### src/rtl/router_req_resp.sv
`default_nettype none
// ============================================================================
// Module      : router_req_resp
// Description : Request/acknowledge burst router. On an accepted request it
//               reads BURST_LEN words from a source lane and writes them to a
//               destination lane through a one-word pipeline register, then
//               pulses router_ack and holds router_busy until the request is
//               released. Identical source and destination lanes complete
//               immediately with router_err.
// Revision    : 1.0 - initial release
// ============================================================================
module router_req_resp #(
    parameter int DATA_W    = 32,
    parameter int BURST_LEN = 4
) (
    input  logic              clk,
    input  logic              rst_n,
    input  logic              router_start_req,
    input  logic [9:0]        router_scr_addr,
    input  logic [9:0]        router_dst_addr,
    input  logic [1:0]        router_src_dfx,
    input  logic [1:0]        router_dst_dfx,
    output logic              router_ack,
    output logic              router_err,
    output logic              router_busy,
    output logic              rd_en,
    output logic [9:0]        rd_addr,
    output logic [1:0]        rd_lane,
    input  logic [DATA_W-1:0] rd_data,
    output logic              wr_en,
    output logic [9:0]        wr_addr,
    output logic [1:0]        wr_lane,
    output logic [DATA_W-1:0] wr_data
);

    typedef enum logic [2:0] {
        IDLE     = 3'd0,
        READ     = 3'd1,
        DRAIN    = 3'd2,
        ACK      = 3'd3,
        WAIT_REL = 3'd4
    } state_t;

    localparam logic [7:0] c_burst_len = 8'(BURST_LEN);

    state_t              state_q,   state_d;
    logic [9:0]          src_q,     src_d;
    logic [9:0]          dst_q,     dst_d;
    logic [1:0]          src_dfx_q, src_dfx_d;
    logic [1:0]          dst_dfx_q, dst_dfx_d;
    logic [7:0]          rd_cnt_q,  rd_cnt_d;
    logic [7:0]          wr_cnt_q,  wr_cnt_d;
    logic                rd_vld_q,  rd_vld_d;
    logic                rd_en_q,   rd_en_d;
    logic [9:0]          rd_addr_q, rd_addr_d;
    logic [1:0]          rd_lane_q, rd_lane_d;
    logic                wr_en_q,   wr_en_d;
    logic [9:0]          wr_addr_q, wr_addr_d;
    logic [1:0]          wr_lane_q, wr_lane_d;
    logic [DATA_W-1:0]   wr_data_q, wr_data_d;
    logic                ack_q,     ack_d;
    logic                err_q,     err_d;
    logic                busy_q,    busy_d;

    // Next-state and registered-output logic. The read-to-write pipeline runs
    // independently of the FSM: rd_vld marks the cycle in which rd_data holds
    // the word for the previous cycle's read, and that word is captured
    // straight into the write-data register so wr_en trails rd_en by two.
    always_comb begin
        state_d   = state_q;
        src_d     = src_q;
        dst_d     = dst_q;
        src_dfx_d = src_dfx_q;
        dst_dfx_d = dst_dfx_q;
        rd_cnt_d  = rd_cnt_q;
        wr_cnt_d  = wr_cnt_q;
        rd_vld_d  = rd_en_q;
        rd_en_d   = 1'b0;
        rd_addr_d = rd_addr_q;
        rd_lane_d = rd_lane_q;
        wr_en_d   = 1'b0;
        wr_addr_d = wr_addr_q;
        wr_lane_d = wr_lane_q;
        wr_data_d = wr_data_q;
        ack_d     = 1'b0;
        err_d     = 1'b0;
        busy_d    = busy_q;

        if (rd_vld_q) begin
            wr_en_d   = 1'b1;
            wr_addr_d = dst_q + {2'b00, wr_cnt_q};
            wr_lane_d = dst_dfx_q;
            wr_data_d = rd_data;
            wr_cnt_d  = wr_cnt_q + 8'd1;
        end

        case (state_q)
            IDLE: begin
                if (router_start_req) begin
                    src_d     = router_scr_addr;
                    dst_d     = router_dst_addr;
                    src_dfx_d = router_src_dfx;
                    dst_dfx_d = router_dst_dfx;
                    busy_d    = 1'b1;
                    if (router_src_dfx == router_dst_dfx) begin
                        ack_d   = 1'b1;
                        err_d   = 1'b1;
                        state_d = ACK;
                    end else begin
                        rd_en_d   = 1'b1;
                        rd_addr_d = router_scr_addr;
                        rd_lane_d = router_src_dfx;
                        rd_cnt_d  = 8'd1;
                        wr_cnt_d  = 8'd0;
                        state_d   = READ;
                    end
                end
            end
            READ: begin
                if (rd_cnt_q != c_burst_len) begin
                    rd_en_d   = 1'b1;
                    rd_addr_d = rd_addr_q + 10'd1;
                    rd_cnt_d  = rd_cnt_q + 8'd1;
                end else begin
                    state_d = DRAIN;
                end
            end
            DRAIN: begin
                // Last write is on the bus now; acknowledge in the next cycle.
                if (wr_en_q && (wr_cnt_q == c_burst_len)) begin
                    ack_d   = 1'b1;
                    state_d = ACK;
                end
            end
            ACK: begin
                state_d = WAIT_REL;
            end
            WAIT_REL: begin
                if (!router_start_req) begin
                    busy_d  = 1'b0;
                    state_d = IDLE;
                end
            end
            default: begin
                state_d = IDLE;
            end
        endcase
    end

    // State and output registers with asynchronous active-low clear.
    always_ff @(posedge clk or negedge rst_n) begin
        if (!rst_n) begin
            state_q   <= IDLE;
            src_q     <= '0;
            dst_q     <= '0;
            src_dfx_q <= '0;
            dst_dfx_q <= '0;
            rd_cnt_q  <= '0;
            wr_cnt_q  <= '0;
            rd_vld_q  <= 1'b0;
            rd_en_q   <= 1'b0;
            rd_addr_q <= '0;
            rd_lane_q <= '0;
            wr_en_q   <= 1'b0;
            wr_addr_q <= '0;
            wr_lane_q <= '0;
            wr_data_q <= '0;
            ack_q     <= 1'b0;
            err_q     <= 1'b0;
            busy_q    <= 1'b0;
        end else begin
            state_q   <= state_d;
            src_q     <= src_d;
            dst_q     <= dst_d;
            src_dfx_q <= src_dfx_d;
            dst_dfx_q <= dst_dfx_d;
            rd_cnt_q  <= rd_cnt_d;
            wr_cnt_q  <= wr_cnt_d;
            rd_vld_q  <= rd_vld_d;
            rd_en_q   <= rd_en_d;
            rd_addr_q <= rd_addr_d;
            rd_lane_q <= rd_lane_d;
            wr_en_q   <= wr_en_d;
            wr_addr_q <= wr_addr_d;
            wr_lane_q <= wr_lane_d;
            wr_data_q <= wr_data_d;
            ack_q     <= ack_d;
            err_q     <= err_d;
            busy_q    <= busy_d;
        end
    end

    assign router_ack  = ack_q;
    assign router_err  = err_q;
    assign router_busy = busy_q;
    assign rd_en       = rd_en_q;
    assign rd_addr     = rd_addr_q;
    assign rd_lane     = rd_lane_q;
    assign wr_en       = wr_en_q;
    assign wr_addr     = wr_addr_q;
    assign wr_lane     = wr_lane_q;
    assign wr_data     = wr_data_q;

endmodule
`default_nettype wire

### config.mk
export PLATFORM = sky130hd
export DESIGN_NAME = router_req_resp
export DESIGN_NICKNAME = d
export VERILOG_FILES = /design/src/rtl/router_req_resp.sv
export SDC_FILE = /design/constraint.sdc
export NUM_CORES = 1
export LEC_CHECK = 0
export ABC_AREA = 1
export ABC_CLOCK_PERIOD_IN_PS = 2100
export CAP_MARGIN = 20
export CORE_ASPECT_RATIO = 1.4
export CORE_MARGIN = 4
export CORE_UTILIZATION = 25
export DETAILED_ROUTE_END_ITERATION = 6
export PLACE_DENSITY = 0.45
export SLEW_MARGIN = 20
export SYNTH_ARGS = -nofsm -noshare
export SYNTH_HDL_FRONTEND = slang
export SYNTH_SLANG_ARGS = --single-unit
### constraint.sdc
create_clock -name clk -period 2.1 [get_ports clk]
set_clock_uncertainty 0.15 [all_clocks]
set_input_delay 0.525 -clock clk [delete_from_list [all_inputs] [get_ports clk]]
set_output_delay 0.525 -clock clk [all_outputs]
set_load 0.005 [all_outputs]
**After elaboration in Yosys (flattened, before gate mapping)**

Cells that the tools add are included.

- Add/sub/neg operators: 4
- Eq/ne operators: 13
- Muxes and demuxes: 31
- Bitwise logic cells: 1
- Reductions and logical operators: 9

Operators with widths:

| operator | number |
|---|---|
| two-way mux 8 bit | 7 |
| two-way mux 10 bit | 3 |
| one-hot mux 10 bit (2 select lines) | 1 |
| adder 8 x 1 -> 8 bit (second input constant) | 2 |
| one-hot mux 8 bit (2 select lines) | 1 |
| one-hot mux 3 bit (5 select lines) | 1 |
| two-way mux 3 bit | 4 |
| inequality test 2 bit (second input constant) | 6 |
| adder 10 x 1 -> 10 bit (second input constant) | 1 |
| adder 10 x 8 -> 10 bit | 1 |
| two-way mux 1 bit | 10 |
| == test 8 x 3 -> 1 bit (second input constant) | 1 |
| inequality test 8 x 3 -> 1 bit (second input constant) | 1 |
| AND reduction 4 bit | 2 |
| == test 3 x 2 -> 1 bit (second input constant) | 2 |
| one-hot mux 1 bit (2 select lines) | 3 |
| AND reduction 3 bit | 2 |
| nonzero test 2 bit | 2 |
| == test 3 x 1 -> 1 bit (second input constant) | 1 |
| == test 3 bit (second input constant) | 1 |
| zero test 3 bit | 1 |
| == test 2 bit | 1 |
| two-way mux 2 bit | 1 |
| AND reduction 2 bit | 1 |
| 2 further kinds | 2 |

- Bits in registers: 93
- Output and inout port bits: 61
- Word-level logic and storage cells: 74

**Depth between registers and ports, before layout**

- Depth in word-level cells: 5
- Depth in mapped cells: 10

**Worst setup path after synthesis**

No wires, ideal clock.

- Path kind: register to register
- Start: register wr_cnt_q[0]
- End: register wr_addr_q[8], in the netlist wr_addr[8]
- Library setup time: 0.118 ns
- Arrival time: 1.591 ns
- Setup slack: 0.241 ns
- Stages on the path, launching flop included: 10
- Path buffers: 0
- Path through: dfrtp_1 > ha_1 > inv_1 > fa_1 > o21ai_0 > nand2_1 > nand2_1 > nand2_1 > nand3_1 > nand2_1

- Word-level cells in the longest chain between the ends: 1

RTL lines:

| what | RTL line | RTL |
|---|---|---|
| start, declared | 52 | `logic [7:0] wr_cnt_q, wr_cnt_d;` |
| start signal, assigned | 178 | `wr_cnt_q <= wr_cnt_d;` |
| adder 10 x 8 -> 10 bit | 91 | `wr_addr_d = dst_q + {2'b00, wr_cnt_q};` |
| end signal, assigned | 184 | `wr_addr_q <= wr_addr_d;` |
| end, declared | 58 | `logic [9:0] wr_addr_q, wr_addr_d;` |

No other way between the ends.
A chain may end at the register's enable or synchronous reset.

**Worst setup path after layout**

- Start: register rd_addr_q[3], in the netlist rd_addr[3]
- End: output port rd_addr[3]

RTL lines:

| what | RTL line | RTL |
|---|---|---|
| start, declared | 55 | `logic [9:0] rd_addr_q, rd_addr_d;` |
| start signal, assigned | 181 | `rd_addr_q <= rd_addr_d;` |
| end, declared | 27 | `output logic [9:0] rd_addr,` |

No word-level cell between the ends.

==> results_dict.tcl <==
set metrics [dict create \
    result_of_the_run "completed" \
    power_dens_cells_nw_per_um2 1403 \
    maxSlewHeadroom_pct 64.07 \
    setup_viol_count_final 0 \
    finalWorstPathRequiredPeriod_ps 2006 \
    detailroute.via_count 4001 \
    report.final.slew_viol_count 0 \
    cp_data_required_time_ps 1420 \
    die_area_um2 20170 \
    finalWeightedCongestion 0.8159 \
    p_comb_share_pct 46.6 \
    post-cts-setup-buffer-count 0 \
    part_of_the_yosys_area_used_for_sequential_elements_pct 51.90 \
    final_common_cell "sky130_fd_sc_hd__nand2_1" \
    largest_net_degree_at_the_start_of_global_routing 35 \
    timing.setup.critical_path_class "reg -> out" \
    fmax_ghz 0.4985 \
    worst_setup_end_kind "output pin" \
    yosys_warnings 0 \
    flops_latches_synth 93 \
    depth_of_the_critical_timing_path_with_buffers_and_inverters_included 1 \
    share_of_total_power_in_sequential_cells_pct 36.3 \
    fin_area_um2 6359 \
    residual_drc 0 \
    placement_row_count 57 \
    totalPowerFinal_uw 8924 \
    timing.critical_path.slowest_stage_cell "sky130_fd_sc_hd__clkdlybuf4s50_1" \
    numCtsBuffers 9 \
    max-clock-path-buffers 2 \
    cp_cell_sequence "clkdlybuf4s50_1" \
    fin_nets 762 \
    clock_sink_count 93 \
    num-fill-cells 1806 \
    grt_setup_unrepaired "no" \
    sum_of_routed_wire_length_over_all_layers_mm 12.42 \
    cp_slowest_stage_delay_ps 540 \
    drt.antenna.violating_nets 0 \
    buffer_ports.inserted 119 \
    ff2ff_path_depth 10 \
    dieWidth_um 121.2 \
    dpl_cell_area_um2 6073 \
    clk-insertion-delay-late_ps 340 \
    critPathLaunchType "flop" \
    internal_power_uw 5492 \
    p_r_area_growth_vs_syn_pct 41.80 \
    met1_length_mm 5.628 \
    drt-wirelength-per-cell_um 13.35 \
    drive_above_1_share_pct 7.925 \
    drv_cap 0 \
    die_h_um 166.5 \
    critical_path.n_buffers_inverters 1 \
    synth_fp_nets 629 \
    power_leakage_uw 0.003089 \
    layout.cells.most_common_list "sky130_fd_sc_hd__nand2_1 (242), sky130_fd_sc_hd__clkdlybuf4s50_1 (118), sky130_fd_sc_hd__dfrtp_1 (92)" \
    hold_depth 0 \
    worst_setup_hold_path_clk_slew_ps 60 \
    setup_total_negative_slack_ps 0 \
    drt_iter0_markers 177 \
    post_drt_via_cell_ratio 4.302 \
    fin_crit_sh_pct 95.53 \
    place.detailed.instances 913 \
    power_frac_clock_pct 17.1 \
    met2RoutedLength_mm 5.955 \
    clk_root_buffer_cell "sky130_fd_sc_hd__clkbuf_16" \
    vdd_ir_drop_max_mv 0.5540 \
    maxUsedRoutingLayer "met4" \
    syn-mean-instance-area_um2 8.065 \
    power.switching_fraction_pct 38.46 \
    antenna_found_initial 0 \
    iteration_count_of_the_initial_detailed_routing_pass 4 \
    mapped_cells 556 \
    cts_tree "built" \
    first_pass_grt_wire_length_mm 20.77 \
    critical_path_peak_fanout 5 \
    start_util_pct 25.66 \
    timing.critical_path.max_delay_family "buffers and inverters" \
    critical_path_arrival_ps 1330 \
    grt.overflow.total 0 \
    hold_slack_ps 280.9 \
    diodes 0 \
    type_of_the_most_critical_hold_path "reg -> reg" \
    worst-slew-pin-transition_ps 534.8 \
    core_um2 17470 \
    met3RoutedLength_um 583 \
    number_of_global_route_vias_before_repair 4147 \
    htree_num_levels 3 \
    grt_util_all_layers_pct 12.72 \
    post_detailed_placement_half_perimeter_wirelength_mm 9.489 \
    final_report_hold_violation_count 0 \
    finish.cell_count_without_fillers 930 \
    p_switching_uw 3432 \
    unique_cell_type_count_in_the_yosys_netlist 39 \
    mappedNetlistArea_um2 4484 \
    design.portCount 120 \
]
[worst register-to-register path: cells and delay by family, from the launching register on]
kind	cells	cell delay, ps
AOI/OAI and AO/OA	1	170
adders and majority gates	2	590
buffers and inverters	2	210
DFF	1	400
and+or+nand+nor	5	300
[state kept, by name, summed over array words and instances, names as in the netlist]
register / count
wr_cnt_q: 8
router_err: 1
rd_lane: 2
rd_en: 1
rd_vld_q: 1
wr_lane: 2
wr_addr: 10
router_busy: 1
wr_data: 32
rd_cnt_q: 8
state_q: 3
dst_q: 10
dst_dfx_q: 2
router_ack: 1
wr_en: 1
rd_addr: 10
[cells by family (layout without fill, tap and decap cells)]
logic type	Yosys count	after routing	synth area share (%)
fa+ha+maj	14	14	4.074
buf+inv	62	200	5.636
xor+xnor	9	9	1.758
compound gates	52	52	6.558
flops	93	93	51.90
simple gates	326	326	30.08
[synthesized netlist by cell type]
library cell	count	area [µm²]
sky130_fd_sc_hd__o21ai_2	1	8.760
sky130_fd_sc_hd__nor3_1	4	20.02
sky130_fd_sc_hd__fa_1	1	20.02
sky130_fd_sc_hd__ha_1	13	162.7
sky130_fd_sc_hd__a211oi_1	1	7.510
sky130_fd_sc_hd__dfrtp_1	93	2327
sky130_fd_sc_hd__o21a_1	1	7.510
sky130_fd_sc_hd__o31ai_1	3	22.52
sky130_fd_sc_hd__nand2_1	242	908.4
sky130_fd_sc_hd__nand3_1	32	160.2
sky130_fd_sc_hd__nand3b_1	3	22.52
sky130_fd_sc_hd__or2_1	1	6.260
sky130_fd_sc_hd__nand4_1	7	43.79
sky130_fd_sc_hd__buf_6	2	22.52
sky130_fd_sc_hd__nor3b_1	1	7.510
sky130_fd_sc_hd__a21boi_0	1	7.510
sky130_fd_sc_hd__o211ai_1	1	7.510
sky130_fd_sc_hd__a21oi_1	10	50.05
sky130_fd_sc_hd__nor2_4	1	11.26
sky130_fd_sc_hd__xor2_1	6	52.55
sky130_fd_sc_hd__or2_2	5	31.28
sky130_fd_sc_hd__nand2_4	1	11.26
sky130_fd_sc_hd__nor3_4	1	16.27
sky130_fd_sc_hd__o22ai_1	1	6.260
sky130_fd_sc_hd__nor2_2	1	6.260
sky130_fd_sc_hd__o21bai_1	1	7.510
sky130_fd_sc_hd__inv_2	6	22.52
sky130_fd_sc_hd__xnor2_1	3	26.28
sky130_fd_sc_hd__nor2_1	26	97.59
sky130_fd_sc_hd__o21ai_1	5	25.02
sky130_fd_sc_hd__a31o_2	1	8.760
sky130_fd_sc_hd__inv_1	40	150.1
sky130_fd_sc_hd__a31oi_1	1	6.260
sky130_fd_sc_hd__a21oi_2	1	8.760
sky130_fd_sc_hd__buf_1	2	7.510
sky130_fd_sc_hd__buf_2	4	20.02
sky130_fd_sc_hd__clkbuf_1	8	30.03
sky130_fd_sc_hd__nand2_2	1	6.260
sky130_fd_sc_hd__o21ai_0	24	120.1
[power groups by stage]
stage                     logic [µW]  registers [µW]  clock network [µW]
after floorplan                 2150            3170                   0
after global placement          4190            3270                   0
after detailed placement        4220            3280                   0
after CTS                       4250            3260                1600
after global routing            4740            3360                1670
final                           4160            3240                1530
[cell type report]
class                      instances  area (µm²)  area share (%)
multi-input combinational        401        1904           29.95
tap                              236       295.3           4.644
sequential                        93        2328           36.62
clock inverter                     7       48.80          0.7674
inverter                          46       172.7           2.715
timing repair buffer             138        1384           21.76
clock buffer                       9       225.2           3.542
[timing repair]
item / CTS / global route
setup endpoints to repair: 1 / 0
hold endpoints to repair: 4 / 0
hold buffers: 1 / 0
resized for setup: 1 / 0
[metrics by stage]
step / worst slack [ps] / utilization, %
detailed placement: 27.83 / 34.76
global placement: 56.31 / 34.76
floorplan: 240.5 / -
global route: 16.53 / 36.39
finish: 93.87 / 36.39
CTS: 74.32 / 36.39
[path summary, 6_finish.rpt]
path,to,slack (ps),from
worst min-delay path,rd_vld_q$_DFF_PN0_,280,rd_en$_DFF_PN0_
max in group asynchronous,router_err$_DFF_PN0_,700,rst_n
min in group asynchronous,wr_data[16]$_DFFE_PN0P_,540,rst_n
worst max register to register,wr_addr[6]$_DFFE_PN0P_,190,wr_cnt_q[0]$_DFF_PN0_
worst min register to register,rd_vld_q$_DFF_PN0_,280,rd_en$_DFF_PN0_
worst max-delay path,rd_addr[3],90,rd_addr[3]$_DFFE_PN0P_
[per-layer routing]
metal	up-vias	global-route usage, %
met4	0	5.314
met2	117	21.32
met1	1848	16.18
met3	15	2.069
met5	-	0
li1	2021	-
Power figures use the tool's default switching activity.
